## config.mk

```make
export PLATFORM = sky130hd
export DESIGN_NAME = async_multi_rx
export DESIGN_NICKNAME = d
export VERILOG_FILES = /design/src/rtl/async_multi_rx.sv
export SDC_FILE = /design/constraint.sdc
export NUM_CORES = 1
export LEC_CHECK = 0
export CORE_AREA = 8 8 128 130
export DETAILED_ROUTE_END_ITERATION = 12
export DIE_AREA = 0 0 136 138
export GPL_TIMING_DRIVEN = 0
export PLACE_DENSITY = 0.84
export SYNTH_ARGS = -nofsm -noshare
export SYNTH_HDL_FRONTEND = slang
export SYNTH_SLANG_ARGS = --single-unit
```

## constraint.sdc

```tcl
create_clock -name clk -period 8.4 [get_ports clk]
set_input_delay 1.68 -clock clk [delete_from_list [all_inputs] [get_ports clk]]
set_output_delay 1.68 -clock clk [all_outputs]
set_load 0.01 [all_outputs]
```

## src/rtl/async_multi_rx.sv

```systemverilog
// Multi-byte 8N1 UART receiver: assembles up to eight bytes into one 64-bit word.
// Short messages are delivered after an idle gap with RxD_timeout set.
module async_multi_rx #(
    parameter int CLK_FREQ = 100_000_000,
    parameter int BAUD     = 115_200,
    parameter int GAP_BITS = 20
) (
    input  logic        clk,
    input  logic        rst,
    input  logic        RxD,
    input  logic [3:0]  RxD_bytes,
    output logic [63:0] RxD_data,
    output logic [3:0]  RxD_len,
    output logic        RxD_valid,
    output logic        RxD_timeout,
    output logic        frame_err,
    output logic        busy
);

    localparam int CPB      = CLK_FREQ / BAUD;
    localparam int GAP_CLKS = GAP_BITS * CPB;
    localparam int CW       = $clog2(GAP_CLKS + 1);

    localparam logic [CW-1:0] HALF_M1 = CW'(CPB / 2 - 1);
    localparam logic [CW-1:0] BIT_M1  = CW'(CPB - 1);
    localparam logic [CW-1:0] GAP_M1  = CW'(GAP_CLKS - 1);
    localparam logic [CW-1:0] ONE     = CW'(1);

    typedef enum logic [2:0] {
        IDLE,
        START,
        DATA,
        STOP,
        GAP,
        ERR
    } state_t;

    state_t         state_q, state_d;
    logic           s1_q, s2_q;
    logic [CW-1:0]  clk_cnt_q, clk_cnt_d;
    logic [2:0]     bit_cnt_q, bit_cnt_d;
    logic [7:0]     sr_q, sr_d;
    logic [63:0]    asm_q, asm_d;
    logic [3:0]     cnt_q, cnt_d;
    logic [3:0]     lim_q, lim_d;
    logic [63:0]    data_q, data_d;
    logic [3:0]     len_q, len_d;
    logic           valid_q, valid_d;
    logic           tmo_q, tmo_d;
    logic           ferr_q, ferr_d;
    logic           rxs;

    assign rxs = s2_q;

    always_comb begin
        state_d   = state_q;
        clk_cnt_d = clk_cnt_q;
        bit_cnt_d = bit_cnt_q;
        sr_d      = sr_q;
        asm_d     = asm_q;
        cnt_d     = cnt_q;
        lim_d     = lim_q;
        data_d    = data_q;
        len_d     = len_q;
        valid_d   = 1'b0;
        tmo_d     = tmo_q;
        ferr_d    = 1'b0;

        unique case (state_q)
            IDLE: begin
                if (!rxs) begin
                    state_d   = START;
                    clk_cnt_d = '0;
                    bit_cnt_d = '0;
                    asm_d     = '0;
                    cnt_d     = '0;
                    lim_d     = (RxD_bytes == 4'd0 || RxD_bytes > 4'd8)
                              ? 4'd8 : RxD_bytes;
                end
            end
            START: begin
                if (clk_cnt_q == HALF_M1) begin
                    clk_cnt_d = '0;
                    state_d   = rxs ? IDLE : DATA;
                end else begin
                    clk_cnt_d = clk_cnt_q + ONE;
                end
            end
            DATA: begin
                if (clk_cnt_q == BIT_M1) begin
                    clk_cnt_d = '0;
                    sr_d      = {rxs, sr_q[7:1]};
                    bit_cnt_d = bit_cnt_q + 3'd1;
                    if (bit_cnt_q == 3'd7) state_d = STOP;
                end else begin
                    clk_cnt_d = clk_cnt_q + ONE;
                end
            end
            STOP: begin
                if (clk_cnt_q == BIT_M1) begin
                    clk_cnt_d = '0;
                    if (!rxs) begin
                        ferr_d  = 1'b1;
                        asm_d   = '0;
                        cnt_d   = '0;
                        state_d = ERR;
                    end else begin
                        asm_d[{cnt_q[2:0], 3'b000} +: 8] = sr_q;
                        cnt_d = cnt_q + 4'd1;
                        if (cnt_q + 4'd1 == lim_q) begin
                            data_d  = asm_d;
                            len_d   = cnt_q + 4'd1;
                            valid_d = 1'b1;
                            tmo_d   = 1'b0;
                            state_d = IDLE;
                        end else begin
                            state_d = GAP;
                        end
                    end
                end else begin
                    clk_cnt_d = clk_cnt_q + ONE;
                end
            end
            GAP: begin
                if (!rxs) begin
                    state_d   = START;
                    clk_cnt_d = '0;
                    bit_cnt_d = '0;
                end else if (clk_cnt_q == GAP_M1) begin
                    data_d  = asm_q;
                    len_d   = cnt_q;
                    valid_d = 1'b1;
                    tmo_d   = 1'b1;
                    state_d = IDLE;
                end else begin
                    clk_cnt_d = clk_cnt_q + ONE;
                end
            end
            ERR: begin
                // Line must stay idle for a whole bit before a new start is trusted.
                if (!rxs) begin
                    clk_cnt_d = '0;
                end else if (clk_cnt_q == BIT_M1) begin
                    clk_cnt_d = '0;
                    state_d   = IDLE;
                end else begin
                    clk_cnt_d = clk_cnt_q + ONE;
                end
            end
            default: state_d = IDLE;
        endcase
    end

    always_ff @(posedge clk or negedge rst) begin
        if (!rst) begin
            state_q   <= IDLE;
            s1_q      <= 1'b1;
            s2_q      <= 1'b1;
            clk_cnt_q <= '0;
            bit_cnt_q <= '0;
            sr_q      <= '0;
            asm_q     <= '0;
            cnt_q     <= '0;
            lim_q     <= '0;
            data_q    <= '0;
            len_q     <= '0;
            valid_q   <= 1'b0;
            tmo_q     <= 1'b0;
            ferr_q    <= 1'b0;
        end else begin
            state_q   <= state_d;
            s1_q      <= RxD;
            s2_q      <= s1_q;
            clk_cnt_q <= clk_cnt_d;
            bit_cnt_q <= bit_cnt_d;
            sr_q      <= sr_d;
            asm_q     <= asm_d;
            cnt_q     <= cnt_d;
            lim_q     <= lim_d;
            data_q    <= data_d;
            len_q     <= len_d;
            valid_q   <= valid_d;
            tmo_q     <= tmo_d;
            ferr_q    <= ferr_d;
        end
    end

    assign RxD_data    = data_q;
    assign RxD_len     = len_q;
    assign RxD_valid   = valid_q;
    assign RxD_timeout = tmo_q;
    assign frame_err   = ferr_q;
    assign busy        = (state_q != IDLE);

endmodule

```

Word-level counts from Yosys, hierarchy flattened. Cells that the tools add are included. Widths: inputs -> output; s select.

Flip-flop bits (word level): 174. Bits in latches: 0. Bits in writable memories: 0. Memory bits (read-only): 0. Bits of input ports: 7. Output and inout port bits: 72. Memories kept: 0.

$add $sub $neg: 4. $mul: 0. Divide/modulo/power cells: 0. $lt $le $gt $ge: 1. Equality and inequality tests: 24. Shift-type cells: 2. Multiplexer cells: 60. Bitwise gates (word level): 1. Reductions and logical operators: 17.

Operators with widths (number): $mux 64 (8); $pmux 64 s2 (2); $mux 15 (6); $pmux 15 s5 (1); $bwmux 64 (1); $shift 8x8->64 const A (1); $shiftx 8x8->64 (1); $mux 3 (13); $mux 4 (9); $ne 2x2->1 const B (12); $pmux 3 s6 (1); $pmux 4 s2 (2); $add 15x1->15 const B (1); $eq 15x10->1 const B (1); $eq 15x15->1 const B (1); $eq 15x9->1 const B (1); $mux 1 (13); $eq 3x3->1 const B (3); $reduce_and 3->1 (3); $neg 6->8 (1); $reduce_and 8->1 (1); $eq 3x2->1 const B (2); $ne 3x3->1 const B (2); $pmux 3 s2 (1); other kinds (17) (22).

Longest topological paths before layout. Gate-level depths: netlist of the first run.

Word-level depth: 7. Mapped depth: 10.

Least setup slack after synthesis of the first run. No wires, ideal clock.

Path kind: register to register. Start point: register cnt_q[0]. End point: register data_q[32], in the netlist RxD_data[32]. Data arrival time: 2.831 ns. Path slack: 5.444 ns. Cell stages (with the launch flop): 11. Cells stage by stage: dfrtp_1 -> buf_6 -> inv_1 -> ha_1 -> ha_1 -> nand2b_1 -> clkbuf_1 -> or4_1 -> nor2_2 -> mux2_2 -> mux2_4.

Word-level cells in the longest chain between the ends: 7. Elaborated cells between the ends (all ways): 12.

RTL lines: start: declaration (RTL line 44) `logic [3:0] cnt_q, cnt_d;`; start signal: assignment (RTL line 178) `cnt_q <= cnt_d;`; $neg 6->8 (RTL line 108) `asm_d[{cnt_q[2:0], 3'b000} +: 8] = sr_q;`; $shiftx 8x8->64 / $shift 8x8->64 (equally long branches) (RTL line 108); $bwmux 64 (RTL line 108); $mux 64 (RTL line 110) `if (cnt_q + 4'd1 == lim_q) begin`; $mux 64 (RTL line 102) `if (!rxs) begin`; $mux 64 (RTL line 100) `if (clk_cnt_q == BIT_M1) begin`; $pmux 64 s2 (RTL line 69) `unique case (state_q)`; end signal: assignment (RTL line 180) `data_q <= data_d;`; end: declaration (RTL line 46) `logic [63:0] data_q, data_d;`.

Parallel ways exist; a longest one is shown, timed or not. The select of a mux whose other input is x is not followed. A chain may end at the register's enable or synchronous reset.

Worst setup path in the final report of the first run.
Start point: register state_q[2]. End point: output busy.

Word-level cells in the longest chain between the ends: 1.

RTL lines: start: declaration (RTL line 38) `state_t state_q, state_d;`; start signal: assignment (RTL line 171) `state_q <= state_d;`; $reduce_bool 3->1 (RTL line 193) `assign busy = (state_q != IDLE);`; end: declaration (RTL line 17) `output logic busy`.

No other way between the ends.

==> results.ini, run 1 <==
[logic_synthesis]
ys_seq_elements=174
synth_compound_area_share_pct=12.6
ys_seq_area_share_pct=49.8
syn_nets=666
ys_top_cells_by_area=dfrtp_1, mux2_4, mux2_2
ys_types=73
synth_adder_area_share_pct=1.15
synthFlopType=dfrtp_1
synthCells=651
synth-simple-area-share_pct=8.55
synth_top_family_by_area=multiplexers
synth.most_common_cell=dfrtp_1
synth-edff-count=0
yosysWarnings=0
synth_common_cells=dfrtp_1, mux2_4, mux2_2
synth_area_um2=8740
synthMuxAreaShare_pct=21.2
synth-xor-area-share_pct=1.10
synth_top_area_share_pct=49.2
async_reset_ff_share_pct=100
avgSynthCellArea_um2=13.4
synthDominantAreaCellType=dfrtp_1

[global_routing]
grt-ovfl-total=0
met1_usage_pct=30.5
antenna_found_initial=0
grtUsageTotal_pct=23.3
grt_pass1_wl_mm=34.6
grt_pass1_vias=6106
met2_usage_pct=37.0
grtUsageMet3_pct=4.53
grt_max_degree=96
grt_busiest_layer=met2

[worst_setup_path]
crit_type=flop to primary output
worstPathCellList=clkdlybuf4s15_1 > or3_1 > clkdlybuf4s50_1
r2r_cells=10
crit_family=buffers and inverters
cp_num_buf_inv=2
slowest_stage=clkdlybuf4s50_1
critPathCaptureType=primary output
critical_path_required_ns=6.72
startpoint=state_q[2]
critPathMaxFanout=9
slowest_delay_ns=0.51
r2r_end=RxD_data[39]
regToRegSetupSlack_ns=5.02
worstPathArrival_ns=2.11
rr_startpoint=cnt_q[0]
cp-start-kind=flop

[pwr]
ir_worst_vdd_mv=0.116
internal_power_mw=1.35
comb_power_share_pct=1.5
p_sw_uw=351
pwr-share-seq_pct=49.5
power.leakage_nw=4.72
p_clk_share_pct=49.0
switching_share_pct=20.7
power-per-cell-area_nw_per_um2=163

[clocking]
postCtsHoldBufs=0
path_clk_slew_ns=0.06
numClockSinks=174
cts_buffers=17
cts_max_level=4
cts_tree=done
max-clock-path-buffers=2
root_buffer=clkbuf_16
clkLatencyLatePin_ns=0.43
postCtsResizedCells=0
post_cts_buffers=0

[sta]
setup_viol=0
rsz0062_at_grt=no
hold_violations=0
final.period_utilization_pct=45.1
max_freq_ghz=0.264
skew_ns=0.00813
worst_slew_pin_slew_ns=0.809
slew_violations=0
slew_headroom_pct=44.7
period_minus_slack_ns=3.79

[die]
die_area_um2=18800
pin_count=79
die_height_um=138
chipWidth_um=136
core_area_um2=14300
start_util_pct=61.1
placementRows=44

[cells_and_area]
drive_above_1_share_pct=29.0
nets=764
area_growth_pct=19.0
insertedDiodeCount=0
fin_cells=946
final_cell_area_um2=10400
final_util_pct=72.7

[drt]
drc_errors=0
ant_nets=0
dr_total_vias=5887
routedWlPerCell_um=22.2
drtIter0Drc=685
vias_per_cell=6.22
first_pass_iters=8
drt-total-wl_mm=21.0

[flow_run]
cap_violations=0

[placement]
gp_congestion=0.836
io_buffer_count=78
placed_cell_area_um2=9780
placed_cells=914
dp_hpwl_mm=13.9

[hold_path]
min_path_type=flop to flop
hold_depth=0
hp-start=s1_q
min_to=rxs

[status]
status=finished, final reports clean

[state kept, by name (all words and copies together) (netlist names), 3 cells and up]
signal     flops
RxD_data      64
RxD_len        4
asm_q         64
bit_cnt_q      3
clk_cnt_q     15
cnt_q          4
lim_q          4
sr_q           8
state_q        3
[layout make-up]
class,instances,area (um2)
multi-input combinational,420,3890
inverter,13,48.8
buffer,44,439
fill,919,3910
clock buffer,23,488
sequential,174,4360
clock inverter,9,133
timing repair buffer,79,813
tap,184,230
[worst reg2reg max path, stage by stage, from the launching register on]
cell and delay, ns:
dfrtp_1 0.38, buf_6 0.15, inv_1 0.09, ha_1 0.24
ha_1 0.44, nand2b_1 0.08, clkbuf_1 0.22, or4_1 0.62
nor2_2 0.37, mux2_2 0.40, mux2_4 0.26
[layer usage]
metal  share of wire (%)  wire length, um
met3                 6.1             1270
met2                  49            10400
met1                  42             8840
met4                 2.5              534
met5                   0                0
[logic make-up after synthesis]
family                   count (synthesis)
flip-flops                             174
multiplexers                           142
AO/OA/AOI/OAI                          132
AND/OR/NAND/NOR                        127
buffers and inverters                   57
XOR/XNOR                                11
adder cells (fa/ha/maj)                  8
[placed cells by master, fill, tap and decap left out, types with 3 or more instances in the layout]
cell             instances
dfrtp_1                172
clkdlybuf4s50_1         77
mux2_4                  68
mux2_2                  67
a22o_1                  64
nand2_1                 39
clkbuf_1                20
clkbuf_16               17
nor2_1                  14
inv_1                   13
o211ai_1                13
or3_1                    9
buf_12                   9
nand3_1                  8
xnor2_1                  8
ha_1                     8
o21ai_0                  7
nand4_1                  7
nor3_1                   7
clkbuf_8                 6
nand3b_1                 6
clkdlybuf4s25_2          6
a21oi_1                  6
mux2_1                   6
nand2b_1                 5
nor2_2                   5
o21ai_1                  5
buf_6                    4
a2111oi_0                4
o21ai_4                  4
xor2_1                   3
nor4_4                   3
nor3_2                   3
o32ai_1                  3
o221ai_1                 3
o311ai_0                 3
a21o_1                   3
bufinv_16                3
[worst max path at each step]
stage               cells after the start            to
floorplan                              10  RxD_data[32]
global placement                        1  clk_cnt_q[9]
detailed placement                      3          busy
CTS                                     3          busy
global route                            3          busy
finish                                  3          busy
[stage by stage]
stage / power (mW) / hold WS [ns] / setup TNS, ns / worst slack (ns)
2_1_floorplan: 0.861 / 0.345 / 0 / 5.44
3_3_place_gp: 0.881 / 0.351 / -174.28 / -1.02
3_5_place_dp: 0.883 / 0.348 / 0 / 5.07
4_1_cts: 1.70 / 0.360 / 0 / 4.60
5_1_grt: 1.74 / 0.361 / 0 / 4.52
6_report: 1.70 / 0.358 / 0 / 4.61
[power groups by stage]
stage                     registers (mW)  logic, mW  clock network (mW)
after CTS                          0.841     0.0267               0.834
after global routing               0.840     0.0299               0.869
final                              0.841     0.0256               0.831
after detailed placement           0.856     0.0267                   0
after floorplan                    0.856    0.00445                   0
after global placement             0.857     0.0238                   0
Power figures use the tool's default switching activity.
==> run 2, diff against run 1 <==
- CORE_AREA: 8 8 128 130 -> 8 8 139 141
- DIE_AREA: 0 0 136 138 -> 0 0 147 149
- PLACE_DENSITY: 0.84 -> 0.75
- clock period: 8.4 -> 3.07 ns (I/O delays scaled with it)
==> run 2 against run 1 <==
  * Critical path type is now flop to flop
  * Critical endpoint is now RxD_data[35]
  * Clock-buffer cell count fell by 6
  * Setup slack worse by 4.5 ns
  * Utilization down 11 points
  * Via count fell by 1.1%
  * Combinational power grew to 2.8 times the previous value
  * Register-to-register slack got worse by 4.9 ns
==> results.ini, run 2 (synthesized netlist as in run 1, its figures left out) <==
[sta]
hold_violations=0
hold_ws_ns=0.0761
period_minus_slack_ns=2.93
final.period_utilization_pct=95.5
fin_tns_setup_ns=0
setup_ws_ns=0.138
slew_headroom_pct=50.6
max_freq_ghz=0.341
slew_violations=0
rsz0062_at_grt=no
worst_slew_pin_slew_ns=0.741
skew_ns=0.00885
setup_viol=0

[die]
die_height_um=149
core_area_um2=17100
die_area_um2=21900
start_util_pct=51.2
placementRows=48
pin_count=79
chipWidth_um=147

[cells_and_area]
layout_commonest_cell=dfrtp_1
final_cell_area_um2=10500
insertedDiodeCount=0
nets=763
area_growth_pct=19.6
final_util_pct=61.3
n_fill_cell=1340
layout_common_cells=dfrtp_1, clkdlybuf4s50_1, mux2_4
drive_above_1_share_pct=29.7

[hold_path]
min_path_type=primary input to async pin

[drt]
met3_length_um=960
highest-signal-layer=met4
drt-total-wl_mm=20.9
first_pass_iters=5
drt-met1-wl_mm=9.19
ant_nets=0
dr_total_vias=5824
dr_wl_met2_mm=10.4
routedWlPerCell_um=21.2
drtIter0Drc=355
vias_per_cell=5.91
drc_errors=0

[placement]
placed_cell_area_um2=9830
dp_slack_ns=-0.228
io_buffer_count=78
dp_hpwl_mm=13.9
gp_congestion=0.835

[worst_setup_path]
slowest_delay_ns=0.55
crit_top_cell=ha_1
critPathMaxFanout=8
cp-start-kind=flop
critPathCaptureType=flop
crit_type=flop to flop
slowest_stage=or4_4
critical_path_required_ns=3.39
worstPathArrival_ns=3.25
worstPathCellList=buf_6 > inv_1 > ha_1 > ha_1 > nand2b_4 > or4_4 > nor2_4 > mux2_2 > mux2_4

[clocking]
cts_tree=done
cts_buffers=17
numClockSinks=174
max-clock-path-buffers=2
clkLatencyLatePin_ns=0.44
post_cts_buffers=0
cts_max_level=4
path_clk_slew_ns=0.07
root_buffer=clkbuf_16

[flow_run]
cap_violations=0

[pwr]
ir_worst_vdd_mv=0.424
power-per-cell-area_nw_per_um2=434
power.leakage_nw=4.71

[global_routing]
grt-ovfl-total=0
grtUsageTotal_pct=19.6
grt_pass1_wl_mm=33.7
grt_max_degree=126
grt_pass1_vias=6091
antenna_found_initial=0

[status]
status=finished, final reports clean

[run 2: changes by cell type in the layout (fill, tap and decap cells not counted), moves of 2 or more]
cell | before | now
clkbuf_8 | 6 | 2
inv_6 | 0 | 4
clkbuf_1 | 20 | 17
clkinvlp_4 | 2 | 4
[run 2: final cells by class]
| type | instances | area (um2) | share of cell area, % |
|---|---|---|---|
| Sequential cell | 174 | 4360 | 41.7 |
| Multi-Input combinational cell | 420 | 3930 | 37.6 |
| Inverter | 13 | 48.8 | 0.467 |
| Tap cell | 225 | 282 | 2.69 |
| Timing Repair Buffer | 79 | 813 | 7.78 |
| Clock inverter | 15 | 161 | 1.54 |
| Buffer | 43 | 435 | 4.16 |
| Clock buffer | 17 | 425 | 4.07 |
[run 2: power by group]
part	internal, mW	switching (mW)
sequential	2.30	0.00277
clock	1.21	0.959
combinational	0.0186	0.0520
[run 2: worst paths after layout]
check	startpoint	end	slack, ns	cells after the start
min reg2reg	s1_q	rxs	0.36	0
min	rst	RxD_data[14]	0.08	1
max in group asynchronous	rst	clk_cnt_q[9]	2.07	2
max reg2reg	cnt_q[0]	RxD_data[35]	0.14	9
max	cnt_q[0]	RxD_data[35]	0.14	9
min in group clk	s1_q	rxs	0.36	0
[run 2: metal layers]
layer / global-route usage [%] / up-vias
met3: 3.70 / 32
met1: 25.2 / 2999
met5: 0 / -
li1: - / 2628
met2: 32.3 / 165
met4: 7.39 / 0
[run 2: worst max-delay path, delay by kind of cell (launching register included)]
kind,cells,cell delay (ns)
buf+inv,2,0.25
mux,2,0.63
fa+ha+maj,2,0.54
simple gates,3,1.01
flops,1,0.37
[run 2: per-stage QoR]
| stage | power, mW | cells |
|---|---|---|
| floorplan | 2.36 | 651 |
| global placement | 2.41 | 954 |
| detailed placement | 2.42 | 955 |
| CTS | 4.56 | 986 |
| global route | 4.66 | 986 |
| finish | 4.54 | 986 |
[run 2: what timing repair did]
item / in CTS / in global routing
endpoints found under the hold margin: 0 / 0
hold buffers: 0 / 0
gates resized for setup: 5 / 3
endpoints found under the setup margin: 16 / 68
pin swaps: 1 / 1
==> run 3, diff against run 2 <==
- CAP_MARGIN: not set -> 15
==> results of run 3 <==
The final DEF is identical to that of run 2; final timing and power are the same.
